## src/rtl/mps_relay_ctrl.sv

```systemverilog
// Relay/contactor driver: registered discharge/slow-on/main commands with
// break-before-make dead time, debounced field inputs and sticky feedback faults.
module mps_relay_ctrl #(
  parameter logic [15:0] DB_CYC   = 16'd1000,
  parameter logic [15:0] DEAD_CYC = 16'd10000,
  parameter logic [28:0] FB_TO    = 29'd300000000
) (
  input  logic        i_clk,
  input  logic        i_rst,
  input  logic [3:0]  i_on_state,
  input  logic [3:0]  i_off_state,
  input  logic        i_intl,
  input  logic [15:0] i_aux_do,
  input  logic [15:0] i_ext_di_raw,
  output logic [15:0] o_ext_do,
  output logic [15:0] o_ext_di,
  output logic [2:0]  o_mismatch,
  output logic        o_relay_intl
);

  function automatic logic dis_req_f(input logic [3:0] on_s, input logic [3:0] off_s);
    return (on_s == 4'd0) || (on_s == 4'd1) || (on_s == 4'd15) ||
           (off_s == 4'd2) || (off_s == 4'd3);
  endfunction

  function automatic logic slow_req_f(input logic [3:0] on_s);
    return (on_s >= 4'd6) && (on_s <= 4'd11);
  endfunction

  function automatic logic main_req_f(input logic [3:0] on_s, input logic [3:0] off_s);
    return (on_s >= 4'd10) && (on_s <= 4'd14) && !((off_s >= 4'd1) && (off_s <= 4'd3));
  endfunction

  logic [15:0] do_q, do_d;
  logic [15:0] main_dead_q, main_dead_d;
  logic [15:0] dis_dead_q, dis_dead_d;
  logic [15:0] sync1_q, sync2_q, di_q;
  logic [15:0] db_cnt_q [16];
  logic [28:0] fb_tmr_q [3];
  logic [2:0]  mis_q;
  logic        safe_s, dis_req_s, slow_req_s, main_req_s, dis_cmd_s, main_cmd_s;

  // Request decode, safe override and dead-time gating of the relay commands
  always_comb begin
    safe_s     = i_intl | (|mis_q);
    dis_req_s  = 1'b1;
    slow_req_s = 1'b0;
    main_req_s = 1'b0;
    if (safe_s) begin
      dis_req_s  = 1'b1;
      slow_req_s = 1'b0;
      main_req_s = 1'b0;
    end else begin
      dis_req_s  = dis_req_f(i_on_state, i_off_state);
      slow_req_s = slow_req_f(i_on_state);
      main_req_s = main_req_f(i_on_state, i_off_state);
    end
    // A saturated counter alone is not enough: the opposing relay must be low right now too.
    dis_cmd_s  = dis_req_s && (main_dead_q == DEAD_CYC) && !do_q[1];
    main_cmd_s = main_req_s && (dis_dead_q == DEAD_CYC) && !do_q[3] && !dis_cmd_s;
    do_d       = {i_aux_do[15:4], dis_cmd_s, slow_req_s, main_cmd_s, i_aux_do[0]};

    if (do_q[1]) begin
      main_dead_d = 16'd0;
    end else if (main_dead_q == DEAD_CYC) begin
      main_dead_d = DEAD_CYC;
    end else begin
      main_dead_d = main_dead_q + 16'd1;
    end

    if (do_q[3]) begin
      dis_dead_d = 16'd0;
    end else if (dis_dead_q == DEAD_CYC) begin
      dis_dead_d = DEAD_CYC;
    end else begin
      dis_dead_d = dis_dead_q + 16'd1;
    end
  end

  // Output command register and dead-time counters
  always_ff @(posedge i_clk or negedge i_rst) begin
    if (!i_rst) begin
      do_q        <= 16'h0008;
      main_dead_q <= DEAD_CYC;
      dis_dead_q  <= DEAD_CYC;
    end else begin
      do_q        <= do_d;
      main_dead_q <= main_dead_d;
      dis_dead_q  <= dis_dead_d;
    end
  end

  // Two-flop synchroniser followed by a per-bit debounce counter
  always_ff @(posedge i_clk or negedge i_rst) begin
    if (!i_rst) begin
      sync1_q <= 16'h0000;
      sync2_q <= 16'h0000;
      di_q    <= 16'h0000;
      for (int b = 0; b < 16; b++) begin
        db_cnt_q[b] <= 16'd0;
      end
    end else begin
      sync1_q <= i_ext_di_raw;
      sync2_q <= sync1_q;
      for (int b = 0; b < 16; b++) begin
        if (sync2_q[b] != di_q[b]) begin
          if (db_cnt_q[b] == (DB_CYC - 16'd1)) begin
            di_q[b]     <= sync2_q[b];
            db_cnt_q[b] <= 16'd0;
          end else begin
            db_cnt_q[b] <= db_cnt_q[b] + 16'd1;
          end
        end else begin
          db_cnt_q[b] <= 16'd0;
        end
      end
    end
  end

  // Feedback supervision; index r covers DO/DI bit r+1 (main, slow-on, discharge)
  always_ff @(posedge i_clk or negedge i_rst) begin
    if (!i_rst) begin
      mis_q <= 3'b000;
      for (int r = 0; r < 3; r++) begin
        fb_tmr_q[r] <= 29'd0;
      end
    end else if (i_on_state == 4'd1) begin
      mis_q <= 3'b000;
      for (int r = 0; r < 3; r++) begin
        fb_tmr_q[r] <= 29'd0;
      end
    end else begin
      for (int r = 0; r < 3; r++) begin
        if (do_q[r+1] != di_q[r+1]) begin
          if (fb_tmr_q[r] == (FB_TO - 29'd1)) begin
            mis_q[r] <= 1'b1;
          end else begin
            fb_tmr_q[r] <= fb_tmr_q[r] + 29'd1;
          end
        end else begin
          fb_tmr_q[r] <= 29'd0;
        end
      end
    end
  end

  assign o_ext_do     = do_q;
  assign o_ext_di     = di_q;
  assign o_mismatch   = mis_q;
  assign o_relay_intl = |mis_q;

endmodule

```

## config.mk

```make
export PLATFORM = sky130hd
export DESIGN_NAME = mps_relay_ctrl
export DESIGN_NICKNAME = d
export VERILOG_FILES = /design/src/rtl/mps_relay_ctrl.sv
export SDC_FILE = /design/constraint.sdc
export NUM_CORES = 1
export LEC_CHECK = 0
export BUFFER_PORTS_ARGS = -buffer_cell sky130_fd_sc_hd__buf_2
export CAP_MARGIN = 10
export CORE_MARGIN = 1.5
export CORE_UTILIZATION = 32
export CTS_BUF_LIST = sky130_fd_sc_hd__clkbuf_16
export CTS_CLUSTER_DIAMETER = 40
export DETAILED_ROUTE_END_ITERATION = 8
export PLACE_DENSITY = 0.57
export SLEW_MARGIN = 20
export SYNTH_ARGS = -nofsm -noshare
export SYNTH_HDL_FRONTEND = slang
export SYNTH_SLANG_ARGS = --single-unit
```

## constraint.sdc

```tcl
create_clock -name i_clk -period 2.06 [get_ports i_clk]
set_clock_uncertainty 0.05 [all_clocks]
set_input_delay 0.103 -clock i_clk [delete_from_list [all_inputs] [get_ports i_clk]]
set_output_delay 0.103 -clock i_clk [all_outputs]
set_load 0.02 [all_outputs]
```

==> flow_metrics.tcl, run 1 <==
set metrics [dict create \
    seq_power_share_pct 36.7 \
    yosys_warnings 0 \
    layout.cells.non_filler 3113 \
    synth_edf_count 0 \
    dieArea_um2 64490 \
    core_area_um2 61940 \
    critPathArrivalTime_ps 2390 \
    place.gp.congestion 0.8186 \
    setup_violations 0 \
    relSlewSlack_pct 55.86 \
    grt_pass1_vias 14903 \
    syn_to_final_growth_pct 27.17 \
    synth_nets 2039 \
    cp-end-kind "register" \
    synthCells 1973 \
    tightest_slew_ps 657.0 \
    drv_slew 0 \
    timing.fmax_ghz 0.5055 \
    ir_drop_mv 0.6180 \
    clock_sinks 442 \
    pwr-share-comb_pct 3.1 \
    cp_max_fo 6 \
    clk_path_buf_depth 3 \
    grt_util_all_layers_pct 12.92 \
    outcome "complete, no violations" \
    routed_wirelength_um 40140 \
    switchingPower_mw 5.460 \
    numCtsBuffers 85 \
    fin_nets 2270 \
    grt_first_pass_wirelength_um 70100 \
    cpPeakStageDelay_ps 580 \
    ctsHtreeMaxLevel 3 \
    viasPerCell 4.659 \
    hp-class "in2reg" \
    sw_frac_of_total_pct 22.10 \
    die_y_um 254.0 \
    cp_slowest_cell "or4_4" \
    p_leak_nw 11.29 \
    insertion_delay_ps 610 \
    synthFlopType "dfrtp_1" \
    grt_max_degree 69 \
    powerDensity_nw_per_um2 964.0 \
    cp_data_required_time_ps 2470 \
    ant_nets 0 \
    routedWlPerCell_um 12.89 \
    place_hpwl_um 26130 \
    ys_async_sr_fraction_pct 100.0 \
    postSynthAreaPerCell_um2 10.21 \
    diodes 0 \
    grt.overflow.total 0 \
    clockPowerShare_pct 60.2 \
    hold_violations 0 \
    postCtsSetupRepairBufs 0 \
    start_kind "register" \
    final_cell_mix "430 x dfrtp_1, 414 x nor2_1, 211 x xor2_1" \
    pin_count 79 \
    start_util_pct 32.54 \
    layout_min_cycle_time_ps 1978 \
    cts_tree "yes" \
    die_w_um 254.0 \
    numPlacedInstances 2911 \
    final_layout_size_suffix_gt1_share_pct 15.73 \
    synth_area_um2 20150 \
    drcViolationCount 0 \
    tns_ps 0 \
    antenna_found_initial 0 \
    synth_cell_types 58 \
    path_clk_slew_ps 50 \
    placementRows 91 \
    drv_cap 0 \
    ys_seq_elements 442 \
    fin_crit_sh_pct 96.02 \
    yosysSeqAreaShare_pct 54.95 \
    clk_root_buffer_cell "clkbuf_16" \
    drt_iter0_drc 745 \
    vias 14503 \
    dr.pass1.iters 5 \
    layout_commonest_cell "dfrtp_1" \
    critPathKind "reg2reg" \
    intPower_mw 19.25 \
    crit_path_cell_trace "buf_4 > nand3_2 > or4_4 > nor4_2 > xnor2_1 > nor2_2" \
    port_buffers 75 \
]
[metal layers]
layer / up-vias / track usage [%] / share of wire [%]
met5: - / 0 / 0
met4: 0 / 5.357 / 2.4
met3: 74 / 2.950 / 3.9
met2: 170 / 20.87 / 47
met1: 7076 / 16.63 / 47
li1: 7183 / - / -
[area by class of cell]
cell class | count | area, um^2
inverter | 38 | 142.6
multi-input combinational | 1451 | 8831
sequential | 442 | 11080
fill | 6007 | 36310
clock buffer | 87 | 2177
timing repair buffer | 186 | 1421
tap | 837 | 1047
clock inverter | 72 | 933.4
[cells in the mapped netlist, types with 3 or more instances]
| cell type | count | area, um^2 |
|---|---|---|
| a211oi_1 | 4 | 30.03 |
| a21oi_1 | 19 | 95.09 |
| a31oi_1 | 3 | 18.77 |
| and2_1 | 5 | 31.28 |
| and3_1 | 55 | 344.1 |
| and4_1 | 21 | 183.9 |
| buf_2 | 7 | 35.03 |
| clkbuf_1 | 32 | 120.1 |
| dfrtp_1 | 431 | 10790 |
| dfstp_2 | 11 | 289.0 |
| ha_1 | 23 | 287.8 |
| inv_1 | 38 | 142.6 |
| mux2_2 | 18 | 202.7 |
| nand2_1 | 141 | 529.3 |
| nand2b_1 | 3 | 18.77 |
| nand3_1 | 140 | 700.7 |
| nand3_2 | 4 | 40.04 |
| nand4_1 | 82 | 513.0 |
| nor2_1 | 414 | 1554 |
| nor2b_1 | 3 | 18.77 |
| nor3_1 | 53 | 265.3 |
| nor3b_1 | 4 | 30.03 |
| nor4_1 | 43 | 269.0 |
| nor4_2 | 3 | 37.54 |
| nor4_4 | 4 | 85.08 |
| nor4b_1 | 7 | 61.31 |
| o211ai_1 | 5 | 37.54 |
| o21ai_0 | 10 | 50.05 |
| o31ai_1 | 3 | 22.52 |
| or2_2 | 8 | 50.05 |
| or3_1 | 11 | 68.82 |
| or4_1 | 9 | 67.56 |
| xnor2_1 | 121 | 1060 |
| xor2_1 | 211 | 1848 |
[metrics by stage]
stage / hold WS [ps] / instance area (um^2) / power [mW] / util [%] / worst slack (ps)
2_1_floorplan: -242.6 / 20150 / 9.534 / - / 22.70
3_3_place_gp: 11.20 / 22010 / 9.911 / 35.53 / 58.80
3_5_place_dp: 13.68 / 22010 / 9.934 / 35.53 / -3.172
4_1_cts: 38.54 / 25560 / 25.18 / 41.26 / 2.595
5_1_grt: 66.73 / 25630 / 25.70 / 41.38 / -4.788
6_report: 82.79 / 25630 / 24.71 / 41.38 / 81.93
[timing repair]
item,4_1_cts,5_1_grt
endpoints found under the hold margin,464,0
setup endpoints to repair,2,34
gates resized for setup,2,12
pin swaps,0,4
hold buffers,42,0
cloned,0,1
[worst paths after layout]
path | start | endpoint | slack (ps) | cells after the start
max in group asynchronous | i_rst | sync1_q[10] | 1410 | 3
worst min register to register | sync1_q[8] | sync2_q[8] | 290 | 0
worst max-delay path | fb_tmr_q[41] | fb_tmr_q[52] | 80 | 6
min in group asynchronous | i_rst | db_cnt_q[121] | 140 | 3
worst min-delay path | i_ext_di_raw[1] | sync1_q[1] | 80 | 2
worst max register to register | fb_tmr_q[41] | fb_tmr_q[52] | 80 | 6
[worst max-delay path, delay by kind of cell (launching register included)]
kind | cells | cell delay, ps
buffers and inverters | 1 | 160
flip-flops | 1 | 400
XOR/XNOR | 1 | 180
AND/OR/NAND/NOR | 4 | 1040
[flip-flops by register name (all words and copies together), names as in the netlist]
register and count:
fb_tmr_q 87, sync1_q 16, o_ext_do 16, sync2_q 16
db_cnt_q 256, dis_dead_q 16, o_mismatch 3, main_dead_q 16
o_ext_di 16
[cell families after synthesis]
| group | Yosys count | synth area share, % |
|---|---|---|
| AOI/OAI and AO/OA | 53 | 1.689 |
| adders and majority gates | 23 | 1.428 |
| xor gates and xnor gates | 332 | 14.43 |
| buffers and inverters | 81 | 1.645 |
| and+or+nand+nor | 1023 | 24.80 |
| DFF | 442 | 54.95 |
| muxes | 19 | 1.055 |
[power groups by stage]
stage	clock network (mW)	logic [mW]	registers, mW
after floorplan	0	0.344	9.19
after global placement	0	0.704	9.21
after detailed placement	0	0.723	9.21
after CTS	15.3	0.796	9.07
after global routing	15.7	0.887	9.10
final	14.9	0.769	9.08
Note: power is estimated with default switching activity, not from simulation.
==> run 2: changes to the inputs <==
Settings changed: PLACE_DENSITY 0.57 to default, PLACE_DENSITY_LB_ADDON from default to 0.05.
==> flow_metrics.tcl, run 2 (synthesis gave the netlist of run 1 again) <==
set metrics [dict create \
    outcome "complete, no violations" \
    ant_nets 0 \
    grt.overflow.total 0 \
    cp-startpoint "fb_tmr_q[30]" \
    grt_first_pass_wirelength_um 72940 \
    p_leak_nw 11.48 \
    wl_met3_um 1470 \
    pin_count 79 \
    place.gp.congestion 0.7545 \
    drcViolationCount 0 \
    routedWlPerCell_um 13.32 \
    cp_max_fo 7 \
    placementRows 91 \
    start_util_pct 32.54 \
    layout.cells.non_filler 3154 \
    cp_slowest_cell "or3_4" \
    dieArea_um2 64490 \
    finalPower_mw 24.58 \
    fin_nets 2309 \
    cpPeakStageDelay_ps 440 \
    viasPerCell 4.612 \
    die_y_um 254.0 \
    reg.largest.list "db_cnt_q x256, fb_tmr_q x87" \
    place_hpwl_um 26960 \
    core_area_um2 61940 \
    routed-wl-met2_um 19120 \
    holdWs_ps 82.61 \
    timing.fmax_ghz 0.5023 \
    vias 14546 \
    largest_register_ffs 256 \
    top_layer "met4" \
    grt_util_all_layers_pct 13.59 \
    path_clk_slew_ps 50 \
    final_cell_mix "431 x dfrtp_1, 413 x nor2_1, 211 x xor2_1" \
    drv_slew 0 \
    grt_pass1_vias 14951 \
    drv_cap 0 \
    relSlewSlack_pct 60.96 \
    die_w_um 254.0 \
    layout_min_cycle_time_ps 1991 \
    powerDensity_nw_per_um2 950.7 \
    clock_sinks 442 \
    drt_iter0_drc 660 \
    insertion_delay_ps 620 \
    hp-class "in2reg" \
    diodes 0 \
    syn_to_final_growth_pct 28.29 \
    antenna_found_initial 0 \
    grt_max_degree 71 \
    layout.filler_cells 6044 \
    tightest_slew_ps 580.3 \
    numPlacedInstances 2940 \
    critPathArrivalTime_ps 2490 \
    setup_violations 0 \
    met1_length_um 19980 \
    final_layout_size_suffix_gt1_share_pct 16.88 \
    numCtsBuffers 91 \
    start_kind "register" \
    cp-end-kind "register" \
    layout_commonest_cell "dfrtp_1" \
    ctsHtreeMaxLevel 3 \
    routed_wirelength_um 42010 \
    cp_data_required_time_ps 2560 \
    hold_violations 0 \
    rsz0062_at_grt "true" \
    top_register "db_cnt_q" \
    clk_path_buf_depth 3 \
    clk_root_buffer_cell "clkbuf_16" \
    ir_drop_mv 0.5767 \
    critPathKind "reg2reg" \
    dr.pass1.iters 7 \
    fin_crit_sh_pct 96.64 \
    crit_path_cell_trace "ha_1 > nand4_1 > or2_2 > or3_4 > a311oi_2 > a41o_1" \
    port_buffers 75 \
    min_from "i_aux_do[5]" \
    r2r_start "fb_tmr_q[30]" \
    cts_tree "yes" \
]
[run 2: cell count changes in the layout (fill, tap and decap cells not counted), sizes merged]
cell,previous run,this run
inv,58,51
buf,145,177
clkbuf,87,93
clkinv,24,40
dlygate4sd3,41,42
bufinv,18,14
clkinvlp,10,7
[run 2: layout make-up]
class	instances	area [um^2]	area share, %
tap	837	1047	4.051
timing repair buffer	219	1697	6.562
sequential	442	11070	42.84
multi-input combinational	1451	8790	34.00
clock inverter	74	775.7	3.001
inverter	38	142.6	0.5517
clock buffer	93	2327	9.002
[run 2: worst paths after layout]
kind,end,slack (ps),cells past startpoint
max,fb_tmr_q[38],70,6
max in group asynchronous,main_dead_q[10],1350,3
min in group asynchronous,db_cnt_q[31],180,3
min,o_ext_do[5],80,2
max reg2reg,fb_tmr_q[38],70,6
min reg2reg,sync2_q[10],290,0
[run 2: critical path: cells and delay by family, from the launching register on]
family,cells,cell delay (ps)
fa+ha+maj,1,200
flops,1,350
compound gates,2,370
simple gates,3,970
[run 2: report_power, final]
part / switching, mW / internal (mW)
clock network: 4.80 / 9.91
logic: 0.463 / 0.327
registers: 0.178 / 8.90
[run 2: repair_timing]
item	CTS	global route
pin swaps	0	8
gates resized for setup	1	7
hold buffers	43	0
hold endpoints to repair	463	0
setup buffers	0	3
gates cloned	0	1
setup endpoints to repair	1	30
[run 2: routing by layer]
layer  up-vias  global-route usage, %
met4         0                  5.323
met5         -                      0
met1      7002                  17.80
li1       7275                      -
met3       100                  3.370
met2       169                  21.51
[run 2: per-stage QoR]
step	setup TNS (ps)	cell area [um^2]	utilization [%]	worst slack (ps)
global route	-171.9	25850	41.74	-40.06
floorplan	0	20150	-	22.70
CTS	0	25800	41.65	24.33
detailed placement	-4.686	22250	35.92	-4.686
finish	0	25850	41.74	69.12
global placement	0	22250	35.92	28.11
